File: src/rtl/mem_ctrl.sv
// Byte-serial memory controller: arbitrates fetch, load and store requests
// onto a byte-wide RAM with I/O write throttling and misbranch flush.
module mem_ctrl #(
    parameter logic [31:0] IO_BASE = 32'h30000
) (
    input  logic        clk,
    input  logic        rst,
    input  logic        rdy,
    input  logic        in_rob_misbranch,
    input  logic        in_fetcher_ce,
    input  logic [31:0] in_fetcher_addr,
    output logic        out_fetcher_ce,
    output logic [31:0] out_fetcher_data,
    input  logic        in_lsb_ce,
    input  logic [5:0]  in_lsb_size,
    input  logic        in_lsb_signed,
    input  logic [31:0] in_lsb_addr,
    output logic        out_lsb_ce,
    output logic [31:0] out_lsb_data,
    input  logic        in_rob_ce,
    input  logic [5:0]  in_rob_size,
    input  logic [31:0] in_rob_addr,
    input  logic [31:0] in_rob_data,
    output logic        out_rob_ce,
    input  logic [7:0]  mem_din,
    output logic [7:0]  mem_dout,
    output logic [31:0] mem_a,
    output logic        mem_wr,
    input  logic        io_buffer_full
);
    typedef enum logic [1:0] {IDLE, READ, WRITE} state_t;

    state_t      state;
    logic        f_pend, l_pend, r_pend, l_sgn;
    logic [31:0] f_addr, l_addr, r_addr, r_data;
    logic [5:0]  l_size, r_size;
    logic [31:0] addr, wdata, rbuf;
    logic [1:0]  cnt, last;
    logic        sgn, is_fetch;

    function automatic logic [1:0] last_idx(input logic [5:0] s);
        case (s)
            6'd1:    return 2'd0;
            6'd2:    return 2'd1;
            default: return 2'd3;
        endcase
    endfunction

    logic        f_req, l_req, r_req, l_g;
    logic [31:0] f_a, l_a, r_a, r_d;
    logic [5:0]  l_s, r_s;

    assign r_req = r_pend | in_rob_ce;
    assign l_req = !in_rob_misbranch && (l_pend || in_lsb_ce);
    assign f_req = !in_rob_misbranch && (f_pend || in_fetcher_ce);
    assign r_a   = r_pend ? r_addr : in_rob_addr;
    assign r_d   = r_pend ? r_data : in_rob_data;
    assign r_s   = r_pend ? r_size : in_rob_size;
    assign l_a   = l_pend ? l_addr : in_lsb_addr;
    assign l_s   = l_pend ? l_size : in_lsb_size;
    assign l_g   = l_pend ? l_sgn : in_lsb_signed;
    assign f_a   = f_pend ? f_addr : in_fetcher_addr;

    // A write byte counts as done only once it was on the bus at an active edge
    logic [1:0]  k_iss;
    logic [31:0] ia;
    logic        blk, r_blk;
    logic [7:0]  ibyte;

    assign k_iss = mem_wr ? cnt + 2'd1 : cnt;
    assign ia    = addr + {30'b0, k_iss};
    assign blk   = io_buffer_full && (ia >= IO_BASE);
    assign r_blk = io_buffer_full && (r_a >= IO_BASE);
    assign ibyte = wdata[{k_iss, 3'b000} +: 8];

    logic [31:0] rword, ldata;

    always_comb begin
        rword = rbuf;
        rword[{cnt, 3'b000} +: 8] = mem_din;
    end

    always_comb begin
        case (last)
            2'd0:    ldata = sgn ? {{24{rword[7]}}, rword[7:0]}
                                 : {24'b0, rword[7:0]};
            2'd1:    ldata = sgn ? {{16{rword[15]}}, rword[15:0]}
                                 : {16'b0, rword[15:0]};
            default: ldata = rword;
        endcase
    end

    always_ff @(posedge clk or posedge rst) begin
        if (rst) begin
            state <= IDLE;
            f_pend <= 1'b0; l_pend <= 1'b0; r_pend <= 1'b0;
            f_addr <= '0; l_addr <= '0; r_addr <= '0; r_data <= '0;
            l_size <= '0; r_size <= '0; l_sgn <= 1'b0;
            addr <= '0; wdata <= '0; rbuf <= '0;
            cnt <= '0; last <= '0; sgn <= 1'b0; is_fetch <= 1'b0;
            mem_a <= '0; mem_dout <= '0; mem_wr <= 1'b0;
            out_fetcher_ce <= 1'b0; out_lsb_ce <= 1'b0; out_rob_ce <= 1'b0;
            out_fetcher_data <= '0; out_lsb_data <= '0;
        end else if (!rdy) begin
            mem_wr <= 1'b0;
            out_fetcher_ce <= 1'b0;
            out_lsb_ce <= 1'b0;
            out_rob_ce <= 1'b0;
        end else begin
            out_fetcher_ce <= 1'b0;
            out_lsb_ce <= 1'b0;
            out_rob_ce <= 1'b0;
            if (in_rob_misbranch) begin
                f_pend <= 1'b0;
                l_pend <= 1'b0;
            end else begin
                if (in_fetcher_ce) begin
                    f_pend <= 1'b1;
                    f_addr <= in_fetcher_addr;
                end
                if (in_lsb_ce) begin
                    l_pend <= 1'b1;
                    l_addr <= in_lsb_addr;
                    l_size <= in_lsb_size;
                    l_sgn  <= in_lsb_signed;
                end
            end
            if (in_rob_ce) begin
                r_pend <= 1'b1;
                r_addr <= in_rob_addr;
                r_size <= in_rob_size;
                r_data <= in_rob_data;
            end
            case (state)
                IDLE: begin
                    cnt  <= '0;
                    rbuf <= '0;
                    if (r_req) begin
                        r_pend <= 1'b0;
                        addr   <= r_a;
                        wdata  <= r_d;
                        last   <= last_idx(r_s);
                        state  <= WRITE;
                        mem_wr <= !r_blk;
                        mem_a  <= r_blk ? 32'b0 : r_a;
                        mem_dout <= r_d[7:0];
                    end else if (l_req) begin
                        l_pend   <= 1'b0;
                        addr     <= l_a;
                        last     <= last_idx(l_s);
                        sgn      <= l_g;
                        is_fetch <= 1'b0;
                        state    <= READ;
                        mem_a    <= l_a;
                    end else if (f_req) begin
                        f_pend   <= 1'b0;
                        addr     <= f_a;
                        last     <= 2'd3;
                        sgn      <= 1'b0;
                        is_fetch <= 1'b1;
                        state    <= READ;
                        mem_a    <= f_a;
                    end
                end
                READ: begin
                    if (in_rob_misbranch) begin
                        state <= IDLE;
                        mem_a <= '0;
                    end else begin
                        rbuf <= rword;
                        if (cnt == last) begin
                            state <= IDLE;
                            mem_a <= '0;
                            if (is_fetch) begin
                                out_fetcher_ce   <= 1'b1;
                                out_fetcher_data <= rword;
                            end else begin
                                out_lsb_ce   <= 1'b1;
                                out_lsb_data <= ldata;
                            end
                        end else begin
                            cnt   <= cnt + 2'd1;
                            mem_a <= addr + {30'b0, cnt + 2'd1};
                        end
                    end
                end
                WRITE: begin
                    if (mem_wr && cnt == last) begin
                        out_rob_ce <= 1'b1;
                        state  <= IDLE;
                        mem_wr <= 1'b0;
                        mem_a  <= '0;
                    end else begin
                        cnt    <= k_iss;
                        mem_wr <= !blk;
                        mem_a  <= blk ? 32'b0 : ia;
                        mem_dout <= ibyte;
                    end
                end
                default: state <= IDLE;
            endcase
        end
    end
endmodule

File: config.mk
export PLATFORM = sky130hd
export DESIGN_NAME = mem_ctrl
export DESIGN_NICKNAME = d
export VERILOG_FILES = /design/src/rtl/mem_ctrl.sv
export SDC_FILE = /design/constraint.sdc
export NUM_CORES = 1
export LEC_CHECK = 0
export BUFFER_PORTS_ARGS = -buffer_cell sky130_fd_sc_hd__buf_2
export CORE_MARGIN = 8
export CORE_UTILIZATION = 35
export DETAILED_ROUTE_END_ITERATION = 8
export SLEW_MARGIN = 20
export SYNTH_ARGS = -nofsm -noshare
export SYNTH_HDL_FRONTEND = slang
export SYNTH_SLANG_ARGS = --single-unit
File: constraint.sdc
create_clock -name clk -period 36.6 [get_ports clk]
set_input_delay 10.98 -clock clk [delete_from_list [all_inputs] [get_ports clk]]
set_output_delay 10.98 -clock clk [all_outputs]
set_load 0.01 [all_outputs]
==> run summary <==
Vias per std cell: 5.487
Hold buffer count at CTS: 0
Transition at the pin with the smallest max-transition slack: 1144 ps
Type of the tightest min-delay check: reg -> reg
Area enclosed by the die boundary: 60710 um^2
Core Rows: 84
Setup CP Type: in -> reg
Length of the first detailed-routing pass in iterations: 6
Post-Syn Nets: 2057
Sequential cell area fraction in the yosys report: 47.95%
Wire length of the first global-routing pass: 91200 um
Total Wirelength: 59500 um
All-layer global routing usage: 18.96%
Number of antenna violations at the first check in global routing: 5
Count of unresolved DRC violations after routing: 0
Area of the placeable core: 52550 um^2
Global-route layer with the greatest usage: met2
Max clock buf depth: 3
Met1 demand-to-capacity share in global routing: 27.33%
Number of placed cells counting well taps: 2727
Pin count of the biggest net entering global routing: 163
Synth Warn #: 0
Cell occurring most often along the worst timing path: sky130_fd_sc_hd__buf_4
I/O Pins: 265
Net count of the finished layout: 2256
CTS H-tree depth: 2
Initial standard-cell utilization of the core: 35.35%
Launching element type of the critical path: primary input
Final Non-Filler Cells: 2807
Buffers inserted by post-CTS timing repair: 0
Total via count after detailed routing: 15400
Die height: 246.4 um
Endpoint type of the worst setup path: flip-flop
I/O Buffers: 264
Vias in the first global route: 15150
EDFF count, synth: 0
Total area of sequential cells: 8915 um^2
Met2 Track Usage GR: 28.24%
Clock Pin Slew Worst Setup and Hold Paths: 60 ps
Share of cells above drive strength 1: 27.24%
Relative area change from synthesis to final layout: 18.78%
DPL Wire Length: 42870 um
Fill cell count: 5140
Die span in x: 246.4 um
Maximum clock rate: 74.37 MHz
CTS tree: done
CTS Root Cell: sky130_fd_sc_hd__clkbuf_16
Slowest cell on crit path: sky130_fd_sc_hd__nor2_1
Worst-path cell chain: buf_2 -> nor2b_1 -> nand2_1 -> buf_4 -> nor3_2 -> buf_4 -> o21ai_1 -> nor2_1 -> a21oi_1
CTS Sinks: 356
# Max-Cap Violations: 0
Crit path max fanout: 42
WP data arrival: 13820 ps
Leakage Power: 9.649 nW
Data required time of the critical path: 36980 ps
Fraction of registers with async set or reset after synthesis: 100.0%
Core utilization of the finished layout: 41.99%
Crit share post-route: 36.74%
Combined area of the multi-input logic cells: 9123 um^2
GR Layer Usage met3: 4.083%
DRT iter0 DRCs: 1223
PD cells: 75.79 nW/um^2
Number of instances in the synthesized netlist: 1885
Routed Antenna Nets: 0
Average wire length per cell after detail routing: 21.20 um
VDD IR-drop max: 0.00004130 V
Min Tclk post-route: 13450 ps
Main flop type after synthesis: sky130_fd_sc_hd__dfrtp_1
Slew headroom: 23.17%
Cell area after synthesis: 18580 um^2
Count of endpoints failing setup in the final report: 0
Remaining global-route overflow: 0
Skew final: 20.17 ps
Post-Synthesis Mean Instance Area: 9.856 um^2
Max-slew violations: 0
Final Wtd Congestion: 0.8921
Worst-skew pair later-pin latency: 560 ps
Post-synthesis cell type count: 68
TNS Setup: 0 ps
Count of instances resized after the clock tree is built: 0
Run status: finished clean
Flip-flop and latch count after synthesis: 356
Setup repair after global routing missed its margin: no
Number of buffers created by CTS: 43
Largest stage delay on the critical path: 930 ps
Final Hold Viols: 0
-- report_power, final --
part	switching, mW	total [mW]	leakage [nW]	internal (mW)
registers	0.126	0.629	4.41	0.504
clock network	0.178	0.459	0.754	0.281
logic	0.351	0.584	4.48	0.233
-- sequential cells by signal (all words and copies together), names as in the netlist, 2 cells and up --
signal,cells
addr,32
f_addr,32
l_addr,32
mem_a,32
out_fetcher_data,32
out_lsb_data,32
r_addr,32
r_data,32
rbuf,32
wdata,32
mem_dout,8
l_size,6
r_size,6
cnt,2
last,2
state,2
-- worst paths after layout --
kind | startpoint | cells past startpoint | endpoint | slack [ps]
min in group asynchronous | rst | 2 | mem_dout[2] | 10590
max in group asynchronous | rst | 4 | mem_a[19] | 23700
setup / recovery | in_rob_misbranch | 9 | out_lsb_data[27] | 23150
setup reg to reg | cnt[0] | 15 | mem_a[7] | 31520
hold / removal | out_fetcher_data[27] | 2 | out_fetcher_data[27] | 470
hold reg to reg | out_fetcher_data[27] | 2 | out_fetcher_data[27] | 470
-- per-stage QoR --
stage / total power [mW] / hold WS, ps / area [um^2] / setup slack [ps]
3_3_place_gp: 1.201 / 454.7 / 20500 / 22700
6_report: 1.672 / 471.4 / 22070 / 23150
2_1_floorplan: 0.9927 / 442.2 / 18580 / 15740
5_1_grt: 1.770 / 483.7 / 22070 / 22920
3_5_place_dp: 1.215 / 463.4 / 20500 / 22650
4_1_cts: 1.681 / 476.6 / 22040 / 23190
-- cell families (layout without fill, tap and decap cells) --
family                     Yosys count  in the layout  share of synthesized area [%]
AOI/OAI and AO/OA                  494            494                          16.06
and+or+nand+nor                    571            571                          14.45
xor gates and xnor gates            41             41                          1.933
buffers and inverters              159            392                          3.388
DFF                                356            356                          47.95
other                                0              1                              0
adders and majority gates           15             15                          1.091
muxes                              249            249                          15.12
-- critical path, delay by kind of cell --
kind | cells | cell delay [ps]
AO/OA/AOI/OAI | 2 | 570
AND/OR/NAND/NOR | 4 | 1420
buffers and inverters | 3 | 810
-- synthesized netlist by cell type (11+ instances only) --
| library cell | number | area [um^2] |
|---|---|---|
| sky130_fd_sc_hd__o21ai_0 | 162 | 810.8 |
| sky130_fd_sc_hd__clkbuf_1 | 97 | 364.1 |
| sky130_fd_sc_hd__a31oi_1 | 31 | 193.9 |
| sky130_fd_sc_hd__a22oi_1 | 17 | 127.6 |
| sky130_fd_sc_hd__inv_1 | 22 | 82.58 |
| sky130_fd_sc_hd__ha_1 | 13 | 162.7 |
| sky130_fd_sc_hd__nand4_1 | 19 | 118.9 |
| sky130_fd_sc_hd__o211ai_1 | 21 | 157.7 |
| sky130_fd_sc_hd__xor2_1 | 19 | 166.4 |
| sky130_fd_sc_hd__nand3_1 | 32 | 160.2 |
| sky130_fd_sc_hd__nand2_1 | 209 | 784.5 |
| sky130_fd_sc_hd__nor2_1 | 150 | 563.0 |
| sky130_fd_sc_hd__nor3_1 | 25 | 125.1 |
| sky130_fd_sc_hd__mux2i_1 | 68 | 680.7 |
| sky130_fd_sc_hd__nor2b_1 | 57 | 356.6 |
| sky130_fd_sc_hd__buf_2 | 17 | 85.08 |
| sky130_fd_sc_hd__o22ai_1 | 11 | 68.82 |
| sky130_fd_sc_hd__dfrtp_1 | 356 | 8909 |
| sky130_fd_sc_hd__a211oi_1 | 42 | 315.3 |
| sky130_fd_sc_hd__a21oi_1 | 139 | 695.7 |
| sky130_fd_sc_hd__buf_1 | 21 | 78.83 |
| sky130_fd_sc_hd__nand2b_1 | 18 | 112.6 |
| sky130_fd_sc_hd__xnor2_1 | 22 | 192.7 |
| sky130_fd_sc_hd__mux2_2 | 173 | 1948 |
| sky130_fd_sc_hd__nor4_1 | 13 | 81.33 |
-- metal layers --
| metal | up-vias | wire length (um) |
|---|---|---|
| met5 | - | 34 |
| met3 | 98 | 4035 |
| met4 | 6 | 1640 |
| met1 | 7604 | 27690 |
| li1 | 7178 | - |
| met2 | 516 | 26100 |
-- cell usage in the layout (no fill, tap or decap), types with 7 or more instances in the layout --
cell type,n
sky130_fd_sc_hd__buf_2,264
sky130_fd_sc_hd__mux4_2,8
sky130_fd_sc_hd__o22a_1,8
sky130_fd_sc_hd__a22oi_1,17
sky130_fd_sc_hd__a211oi_1,42
sky130_fd_sc_hd__nand2_1,207
sky130_fd_sc_hd__o22ai_1,11
sky130_fd_sc_hd__a22o_1,7
sky130_fd_sc_hd__a21oi_1,138
sky130_fd_sc_hd__nand3_1,30
sky130_fd_sc_hd__clkinv_2,8
sky130_fd_sc_hd__xor2_1,19
sky130_fd_sc_hd__inv_1,21
sky130_fd_sc_hd__clkbuf_8,8
sky130_fd_sc_hd__a31oi_1,29
sky130_fd_sc_hd__buf_4,26
sky130_fd_sc_hd__nand4_1,19
sky130_fd_sc_hd__and2_1,8
sky130_fd_sc_hd__nor2_1,150
sky130_fd_sc_hd__mux2i_1,68
sky130_fd_sc_hd__clkbuf_16,44
sky130_fd_sc_hd__o211ai_1,21
sky130_fd_sc_hd__nor4_1,13
sky130_fd_sc_hd__ha_1,13
sky130_fd_sc_hd__and4_1,8
sky130_fd_sc_hd__o31ai_1,7
sky130_fd_sc_hd__nand2b_1,18
sky130_fd_sc_hd__nor3_1,24
sky130_fd_sc_hd__o21ai_0,162
sky130_fd_sc_hd__xnor2_1,21
sky130_fd_sc_hd__dfrtp_1,353
sky130_fd_sc_hd__nor2b_1,57
sky130_fd_sc_hd__mux2_2,173
-- area by class of cell --
cell class,count,share of cell area (%)
Multi-Input combinational cell,1370,41.34
Tap cell,688,3.901
Sequential cell,356,40.40
Inverter,22,0.4083
Antenna cell,1,0.01134
Timing Repair Buffer,291,6.963
Clock buffer,57,5.574
Clock inverter,22,1.401
Note: power is estimated with default switching activity, not from simulation.
